$ cat src/rtl/adc_lane_align_ctrl.sv
// Word-alignment sequencer for the ADC data lanes: once the frame clock is aligned it bitslips
// each lane in turn until the training pattern is seen on MATCHES consecutive compares.
module adc_lane_align_ctrl #(
    parameter int          LANES       = 4,
    parameter logic [7:0]  PATTERN     = 8'hA5,
    parameter int          SETTLE      = 8,
    parameter int          MATCHES     = 4,
    parameter int          FCO_TIMEOUT = 1024,
    localparam int         CW          = (LANES > 1) ? $clog2(LANES) : 1
) (
    input  logic               CLKDIV,
    input  logic               rst,
    input  logic               start,
    input  logic               fco_aligned,
    input  logic [8*LANES-1:0] lane_data,
    output logic [LANES-1:0]   lane_bslip,
    output logic               test_pattern_en,
    output logic               busy,
    output logic               done,
    output logic               error,
    output logic [LANES-1:0]   lane_ok,
    output logic [CW-1:0]      cur_lane
);

    // state    | meaning
    // IDLE     | waiting for start          WAIT_FCO | waiting for frame alignment (with timeout)
    // SETTLE   | letting the lane settle    CHECK    | comparing lane word to PATTERN
    // SLIP     | one bitslip pulse          NEXT     | advance lane or finish
    // DONE     | all lanes aligned          FAIL     | timeout or lane never matched
    localparam int SW = (SETTLE > 1) ? $clog2(SETTLE) : 1;
    localparam int MW = (MATCHES > 1) ? $clog2(MATCHES) : 1;
    localparam int TW = (FCO_TIMEOUT > 1) ? $clog2(FCO_TIMEOUT) : 1;

    typedef enum logic [2:0] {
        S_IDLE, S_WAIT_FCO, S_SETTLE, S_CHECK, S_SLIP, S_NEXT, S_DONE, S_FAIL
    } state_t;

    state_t           r_state,   w_state_nxt;
    logic [CW-1:0]    r_lane,    w_lane_nxt;
    logic [2:0]       r_slip,    w_slip_nxt;
    logic [SW-1:0]    r_settle,  w_settle_nxt;
    logic [MW-1:0]    r_match,   w_match_nxt;
    logic [TW-1:0]    r_tmo,     w_tmo_nxt;
    logic [LANES-1:0] r_lane_ok, w_lane_ok_nxt;
    logic             r_fail,    w_fail_nxt;
    logic [7:0]       w_lane_word;

    assign w_lane_word = lane_data[8*int'(r_lane) +: 8];

    always_ff @(posedge CLKDIV or posedge rst) begin
        if (rst) begin
            r_state   <= S_IDLE;
            r_lane    <= '0;
            r_slip    <= '0;
            r_settle  <= '0;
            r_match   <= '0;
            r_tmo     <= '0;
            r_lane_ok <= '0;
            r_fail    <= 1'b0;
        end else begin
            r_state   <= w_state_nxt;
            r_lane    <= w_lane_nxt;
            r_slip    <= w_slip_nxt;
            r_settle  <= w_settle_nxt;
            r_match   <= w_match_nxt;
            r_tmo     <= w_tmo_nxt;
            r_lane_ok <= w_lane_ok_nxt;
            r_fail    <= w_fail_nxt;
        end
    end

    always_comb begin
        w_state_nxt   = r_state;
        w_lane_nxt    = r_lane;
        w_slip_nxt    = r_slip;
        w_settle_nxt  = r_settle;
        w_match_nxt   = r_match;
        w_tmo_nxt     = r_tmo;
        w_lane_ok_nxt = r_lane_ok;
        w_fail_nxt    = r_fail;

        case (r_state)
            S_IDLE, S_DONE, S_FAIL: begin
                if (start) begin
                    w_state_nxt   = S_WAIT_FCO;
                    w_lane_ok_nxt = '0;
                    w_fail_nxt    = 1'b0;
                    w_lane_nxt    = '0;
                    w_tmo_nxt     = '0;
                end
            end
            S_WAIT_FCO: begin
                if (fco_aligned) begin
                    w_state_nxt  = S_SETTLE;
                    w_settle_nxt = '0;
                    w_slip_nxt   = '0;
                    w_match_nxt  = '0;
                end else if (r_tmo == TW'(FCO_TIMEOUT - 1)) begin
                    w_state_nxt = S_FAIL;
                end else begin
                    w_tmo_nxt = r_tmo + TW'(1);
                end
            end
            S_SETTLE, S_CHECK, S_SLIP, S_NEXT: begin
                // Losing frame alignment invalidates everything done so far.
                if (!fco_aligned) begin
                    w_state_nxt   = S_WAIT_FCO;
                    w_lane_ok_nxt = '0;
                    w_fail_nxt    = 1'b0;
                    w_lane_nxt    = '0;
                    w_tmo_nxt     = '0;
                end else if (r_state == S_SETTLE) begin
                    if (r_settle == SW'(SETTLE - 1)) begin
                        w_state_nxt = S_CHECK;
                        w_match_nxt = '0;
                    end else begin
                        w_settle_nxt = r_settle + SW'(1);
                    end
                end else if (r_state == S_CHECK) begin
                    if (w_lane_word == PATTERN) begin
                        if (r_match == MW'(MATCHES - 1)) begin
                            w_lane_ok_nxt[r_lane] = 1'b1;
                            w_state_nxt           = S_NEXT;
                        end else begin
                            w_match_nxt = r_match + MW'(1);
                        end
                    end else if (r_slip == 3'd7) begin
                        w_fail_nxt  = 1'b1;
                        w_state_nxt = S_NEXT;
                    end else begin
                        w_match_nxt = '0;
                        w_state_nxt = S_SLIP;
                    end
                end else if (r_state == S_SLIP) begin
                    w_slip_nxt   = r_slip + 3'd1;
                    w_settle_nxt = '0;
                    w_state_nxt  = S_SETTLE;
                end else begin
                    if (r_lane == CW'(LANES - 1)) begin
                        w_state_nxt = r_fail ? S_FAIL : S_DONE;
                    end else begin
                        w_lane_nxt   = r_lane + CW'(1);
                        w_slip_nxt   = '0;
                        w_settle_nxt = '0;
                        w_match_nxt  = '0;
                        w_state_nxt  = S_SETTLE;
                    end
                end
            end
            default: w_state_nxt = S_IDLE;
        endcase
    end

    assign busy            = (r_state == S_WAIT_FCO) || (r_state == S_SETTLE) ||
                             (r_state == S_CHECK)    || (r_state == S_SLIP)   ||
                             (r_state == S_NEXT);
    assign test_pattern_en = busy;
    assign done            = (r_state == S_DONE);
    assign error           = (r_state == S_FAIL);
    assign lane_bslip      = (r_state == S_SLIP) ? (LANES'(1) << r_lane) : '0;
    assign lane_ok         = r_lane_ok;
    assign cur_lane        = r_lane;

endmodule

$ cat config.mk
export PLATFORM = sky130hd
export DESIGN_NAME = adc_lane_align_ctrl
export DESIGN_NICKNAME = d
export VERILOG_FILES = /design/src/rtl/adc_lane_align_ctrl.sv
export SDC_FILE = /design/constraint.sdc
export NUM_CORES = 1
export LEC_CHECK = 0
export ABC_AREA = 0
export CAP_MARGIN = 5
export CELL_PAD_IN_SITES_DETAIL_PLACEMENT = 0
export CELL_PAD_IN_SITES_GLOBAL_PLACEMENT = 1
export CORE_ASPECT_RATIO = 1.25
export CORE_UTILIZATION = 42
export CTS_CLUSTER_DIAMETER = 60
export CTS_CLUSTER_SIZE = 25
export DETAILED_ROUTE_END_ITERATION = 6
export DONT_BUFFER_PORTS = 1
export PLACE_DENSITY = 0.78
export SYNTH_ARGS = -nofsm -noshare
export SYNTH_HDL_FRONTEND = slang
export SYNTH_SLANG_ARGS = --single-unit
$ cat constraint.sdc
create_clock -name CLKDIV -period 1.7 [get_ports CLKDIV]
set_clock_uncertainty 0.05 [all_clocks]
set_input_delay 0.255 -clock CLKDIV [delete_from_list [all_inputs] [get_ports CLKDIV]]
set_output_delay 0.255 -clock CLKDIV [all_outputs]
set_load 0.05 [all_outputs]
==> results of run 1 <==
per-layer routing:
layer | global-route usage [%] | vias to the layer above | wire, µm
met5 | 0 | - | 0
met4 | 11.4 | 0 | 180
met3 | 2.94 | 14 | 285
met2 | 45.3 | 88 | 3040
met1 | 23.8 | 900 | 2100
li1 | - | 885 | -
cells by family after synthesis:
group           Yosys count  share of synthesized area (%)
flops                    28                           36.2
mux                       3                           1.81
simple gates             96                           27.1
compound gates           43                           16.3
fa+ha+maj                10                           6.46
xor+xnor                  9                           4.07
buf+inv                  25                           8.01
worst max-delay path, cell delays in order (launching register included):
cell and delay (ns):
dfrtp_1 0.40, buf_6 0.14, buf_4 0.13, nor2_4 0.05
buf_6 0.11, a21boi_4 0.20, buf_12 0.21
flip-flops by register name, indices dropped and copies added (netlist names):
name	cells
r_settle	3
r_fail	1
r_state	3
r_match	2
lane_ok	4
r_slip	3
r_tmo	10
cur_lane	2
final timing paths:
path	slack (ns)	depth (start not counted)	endpoint	start
min in group asynchronous	0.37	2	lane_ok[3]	rst
min	0.03	2	r_settle[0]	fco_aligned
min reg2reg	0.44	1	r_slip[0]	r_slip[0]
max reg2reg	-0.09	9	r_tmo[5]	r_state[0]
max	-0.14	6	test_pattern_en	r_state[0]
max in group asynchronous	0.75	3	r_state[1]	rst
power by group through the flow:
stage               sequential (mW)  clock, mW  combinational (mW)
finish                        0.867      0.570                2.97
detailed placement            0.869          0                2.01
global route                  0.882      0.586                3.16
floorplan                     0.929          0                1.35
global placement              0.864          0                2.00
CTS                           0.859      0.551                2.62
repair_timing:
action	CTS	global route
hold buffers	1	0
cloned	1	0
pin swaps	22	33
setup buffers	17	5
gates resized for setup	51	35
endpoints found under the hold margin	11	0
setup endpoints to repair	30	36
cells in the final DEF (no fill, tap or decap), types with 4 or more instances in the layout:
master   instances
a41oi_2          4
and2_4           5
buf_4           43
buf_6           16
dfrtp_1         25
ha_1             6
ha_2             4
inv_1           10
nand2_1         18
nand3_1          7
nand4_1          5
nor2_1          18
nor3_4           5
o21ai_0          7
o21ai_1          7
xor2_1           7
per-stage QoR:
| step | cells | setup TNS, ns | hold slack [ns] | instance area, µm² |
|---|---|---|---|---|
| 4_1_cts | 321 | -1.75 | 0.0409 | 2640 |
| 3_5_place_dp | 299 | -0.813 | 0.157 | 2240 |
| 2_1_floorplan | 214 | -0.102 | 0.270 | 1960 |
| 6_report | 326 | -1.92 | 0.0314 | 2810 |
| 3_3_place_gp | 299 | -0.397 | 0.153 | 2240 |
| 5_1_grt | 326 | -3.93 | 0.0521 | 2810 |
layout make-up:
class | instances | area share (%)
clock buffer | 3 | 1.47
inverter | 13 | 1.87
sequential | 28 | 25.0
tap | 58 | 2.58
timing repair buffer | 62 | 19.7
clock inverter | 1 | 1.07
multi-input combinational | 161 | 48.3
==> run metrics, run 1 <==
run status=finished, violations left; violated checks=negative setup slack; Die Y-Extent=77.9 µm; Total Power=4.40 mW; CTS clk-pin slew, worst paths=0.11 ns; Worst Max-Slew Pin Slew=0.518 ns; Clock Sinks=28; Filler Cells Inserted=340; Final Routed Wirelength=5600 µm; TritonRoute pass-1 iters=4; htree depth=1; Clock Power Share=12.9%; Core Util, Final=63.6%; final slew viol count=0; first-pass GRT wire length=8780 µm; Synth top area share=36.2%; switching share of total power=43.8%; sequential share of the synthesized area=36.2%; total track usage=23.2%; First DRT Iteration DRCs=68; number of distinct library cells after synthesis=54; Post-synth ARST share=100%; most frequent cells after synthesis=dfrtp_1 (28), nand2_1 (22), nor2_1 (22), o21ai_0 (15), inv_1 (12); GPL Wtd Cong=0.873; Syn-to-layout area delta=45.2%; CP Capture Type=output port; area occupied by multi-input gates=1360 µm²; Routed Antenna Nets=0; final layout net count=315; fin worst setup slack=-0.141 ns; Required @ worst endpoint=1.39 ns; GRT overflow=0; Final HPWL DP=3730 µm; die area=4890 µm²; CP max FO=6; Die W=62.7 µm; final setup fails=25; clk root buf=clkbuf_8; TritonCTS clock tree=built; share of layout cells above drive strength 1=46.6%; I/O pin count=50; Ys Warns=0; largest area contributor in the netlist=dfrtp_1; arrival time worst endpoint=1.54 ns; Post-synth EDFFs=0; DP Worst Slack=-0.102 ns; Mapped Nets=260; Post-Synthesis Cells=214; Mapped Area=1940 µm²; wire length per cell=17.2 µm; largest net degree at the start of global routing=18; final period utilization=108%; synthesized flop and latch total=28; P_leak=1.25 nW; Pwr Density=1570 nW/µm²; worst vdd ir=0.000968 V; clock tree buffer depth=2; via/cell ratio=5.79; n_diodes=0; antenna violations before repair=0; Clock Latency Late Sink=0.29 ns; P_int=2.47 mW; Psw=1.93 mW; Worst Hold Class=primary input to flop; via count=1887; ys flop type=dfrtp_1; top-count cell post-synth=dfrtp_1; Initial Utilization=43.8%; max cap viols=0; Slew HR=65.4%; synth top area cells=dfrtp_1 (36%), ha_1 (6.5%), nand2_1 (4.3%), nor2_1 (4.3%), o21ai_0 (3.9%); WS Path Type=flop to output port; FF/Latch Area=704 µm²; area of the core=4430 µm²; CTS buffer count=3; RSZ-0062 raised after global routing=true; mean post-synth cell area=9.05 µm²; vias in the first global route=1917; Site Rows=27; Flop pwr share=19.7%; port buffer count=0; Logic pwr share=67.4%; Critical Path Start Type=flop; Post-route DRC=0; Hold Vio Cnt, Final=0; fmax=543 MHz; fin crit period=1.84 ns
No activity file was read; power rests on OpenSTA's default activity.
==> run 2, diff against run 1 <==
--- a/config.mk
+++ b/config.mk
@@ -16,6 +16,7 @@
 export DETAILED_ROUTE_END_ITERATION = 6
 export DONT_BUFFER_PORTS = 1
 export PLACE_DENSITY = 0.78
+export SETUP_SLACK_MARGIN = 0.1
 export SYNTH_ARGS = -nofsm -noshare
 export SYNTH_HDL_FRONTEND = slang
 export SYNTH_SLANG_ARGS = --single-unit
==> run 2 against run 1 <==
The flow still finishes with violations (negative setup slack). Via count up 0.26%. Cell area up 2.4%. Largest cell class unchanged. Cell count up 2.8%. Setup slack better by 0.056 ns. Combinational power up 6%.
==> run metrics, run 2 (same netlist as run 1, synthesis figures left out) <==
area of the core=4430 µm² (unchanged); Filler Cells Inserted=328 (-3.5%); clk root buf=clkbuf_8; Site Rows=27 (unchanged); Worst Max-Slew Pin Slew=0.524 ns (+0.00559 ns); via/cell ratio=5.65 (-2.4%); Slew HR=65.1% (-0.33 points); Worst Setup SP=r_state[1]; critical path, cell by cell=buf_6, buf_6, nand2_4, a21boi_4, buf_12; fmax=560 MHz (+3.1%); Required @ worst endpoint=1.39 ns (about the same); Initial Utilization=43.8% (unchanged); max cap viols=0 (unchanged); Post-route DRC=0 (unchanged); largest net degree at the start of global routing=29 (+11); violated checks=negative setup slack; setup TNS=-0.929 ns (+0.989 ns); CP Capture Type=output port; clock tree buffer depth=2 (unchanged); worst hold path depth=2 (unchanged); worst flop-to-flop path endpoint=r_tmo[4]; met1 Track Usage GR=25.9% (+2.1 points); Final Cell Area=2880 µm² (+2.4%); Die W=62.7 µm (unchanged); die area=4890 µm² (unchanged); Hold Path Origin=fco_aligned; Hold Vio Cnt, Final=0 (unchanged); arrival time worst endpoint=1.48 ns (-0.06 ns); TritonCTS clock tree=built; CTS buffer count=3 (unchanged); Crit-path slowest cell=dfrtp_1; placed instance area=2300 µm² (+2.9%); slowest stage delay, CP=0.44 ns (+0.04 ns); met2 Use GR=36.3% (-9.0 points); final setup fails=18 (-28%); wire length per cell=16.3 µm (-5.1%); Clock Sinks=28 (unchanged); Pwr Density=1580 nW/µm² (+1.2%); Critical Path Start Type=flop; max reg flops=10 (unchanged); R2R Path Start=r_state[1]; Final Routed Wirelength=5460 µm (-2.5%); Final HPWL DP=3550 µm (-4.8%); antenna violations before repair=0 (unchanged); P_leak=1.27 nW (+1.6%); CTS clk-pin slew, worst paths=0.10 ns (about the same); first-pass GRT wire length=8070 µm (-8.1%); Worst Hold Class=primary input to flop; WS Path Type=flop to output port; First DRT Iteration DRCs=114 (+68%); final layout net count=324 (+2.9%); CP most frequent cell=buf_6; FF/Latch Area=703 µm² (-0.18%); RSZ-0062 raised after global routing=true; run status=finished, violations left; Syn-to-layout area delta=48.7%; Finished Layout Cells=335 (+2.8%); Die Y-Extent=77.9 µm (unchanged); worst path bufs/invs=3 (-1); CP max FO=4 (-2); total track usage=20.7% (-2.5 points); DP Cell Count=305 (+2.0%); GRT overflow=0 (unchanged); met3 usage=4.12% (+1.2 points); leading cell type in the layout, fill and taps excluded=buf_4; GPL Wtd Cong=0.813 (-6.8%); via count=1892 (+0.26%); worst reg-to-reg setup slack=-0.08 ns (about the same); final slew viol count=0 (unchanged); Largest delay share family, worst path=buffers and inverters; n_diodes=0 (unchanged); TritonRoute pass-1 iters=4 (unchanged); fin worst setup slack=-0.0854 ns (+0.0557 ns); WHS Endpoint=r_slip[0]; area occupied by multi-input gates=1360 µm² (+0.37%); I/O pin count=50 (unchanged); Routed Antenna Nets=0 (unchanged); Reg with most FFs=r_tmo; Core Util, Final=65.1% (+1.5 points); Total Power=4.56 mW (+3.6%); Clock Latency Late Sink=0.28 ns (about the same); htree depth=1 (unchanged); most frequent cells in the layout=buf_4 (51), dfrtp_1 (26), nand2_1 (19), nor2_1 (19), buf_6 (18); most used routing layer=met2; final period utilization=105% (-3.3 points); worst vdd ir=0.000821 V (-15%); fin crit period=1.79 ns (-0.0557 ns); vias in the first global route=1725 (-10%); share of layout cells above drive strength 1=46.6% (-0.071 points); worst r2r path cells=7 (-2); port buffer count=0 (unchanged)
run 2: final cells by class:
cell class / count / area share, %
repair buffers: 71 / 21.4
inverters: 13 / 1.87
flip-flops and latches: 28 / 24.4
clock inverters: 1 / 1.04
multi-input cells: 161 / 47.4
clock buffers: 3 / 1.43
well taps: 58 / 2.52
run 2: how the worst max path moves through the flow:
stage                     to  cells past startpoint  slack [ns]
4_1_cts        lane_bslip[2]                      4       -0.05
3_5_place_dp        r_tmo[7]                      8       -0.06
2_1_floorplan       r_tmo[0]                      6       -0.02
3_3_place_gp        r_tmo[7]                      8       -0.08
6_report                busy                      5       -0.09
5_1_grt             r_tmo[4]                      7       -0.16
run 2: power by group:
group / switching (mW) / internal (mW)
Combinational: 1.63 / 1.53
Sequential: 0.0970 / 0.770
Clock: 0.224 / 0.316
run 2: repair_timing:
item                                   CTS  global route
resized for setup                       33            49
setup buffers                           11            13
pin swaps                               12            40
gates cloned                             0             1
hold buffers                             1             0
endpoints found under the hold margin   28             0
setup endpoints to repair               30            36
run 2: metrics by stage:
stage / setup slack (ns) / hold slack [ns]
final: -0.0854 / 0.0547
after global routing: -0.158 / 0.0538
after CTS: -0.0468 / 0.0559
after detailed placement: -0.0634 / 0.192
after global placement: -0.0782 / 0.191
after floorplan: -0.0158 / 0.270
run 2: metal layers:
| layer | vias up | share of wire, % |
|---|---|---|
| met5 | - | 0 |
| met4 | 0 | 2.5 |
| met3 | 16 | 4.8 |
| met2 | 53 | 52 |
| met1 | 917 | 40 |
| li1 | 906 | - |
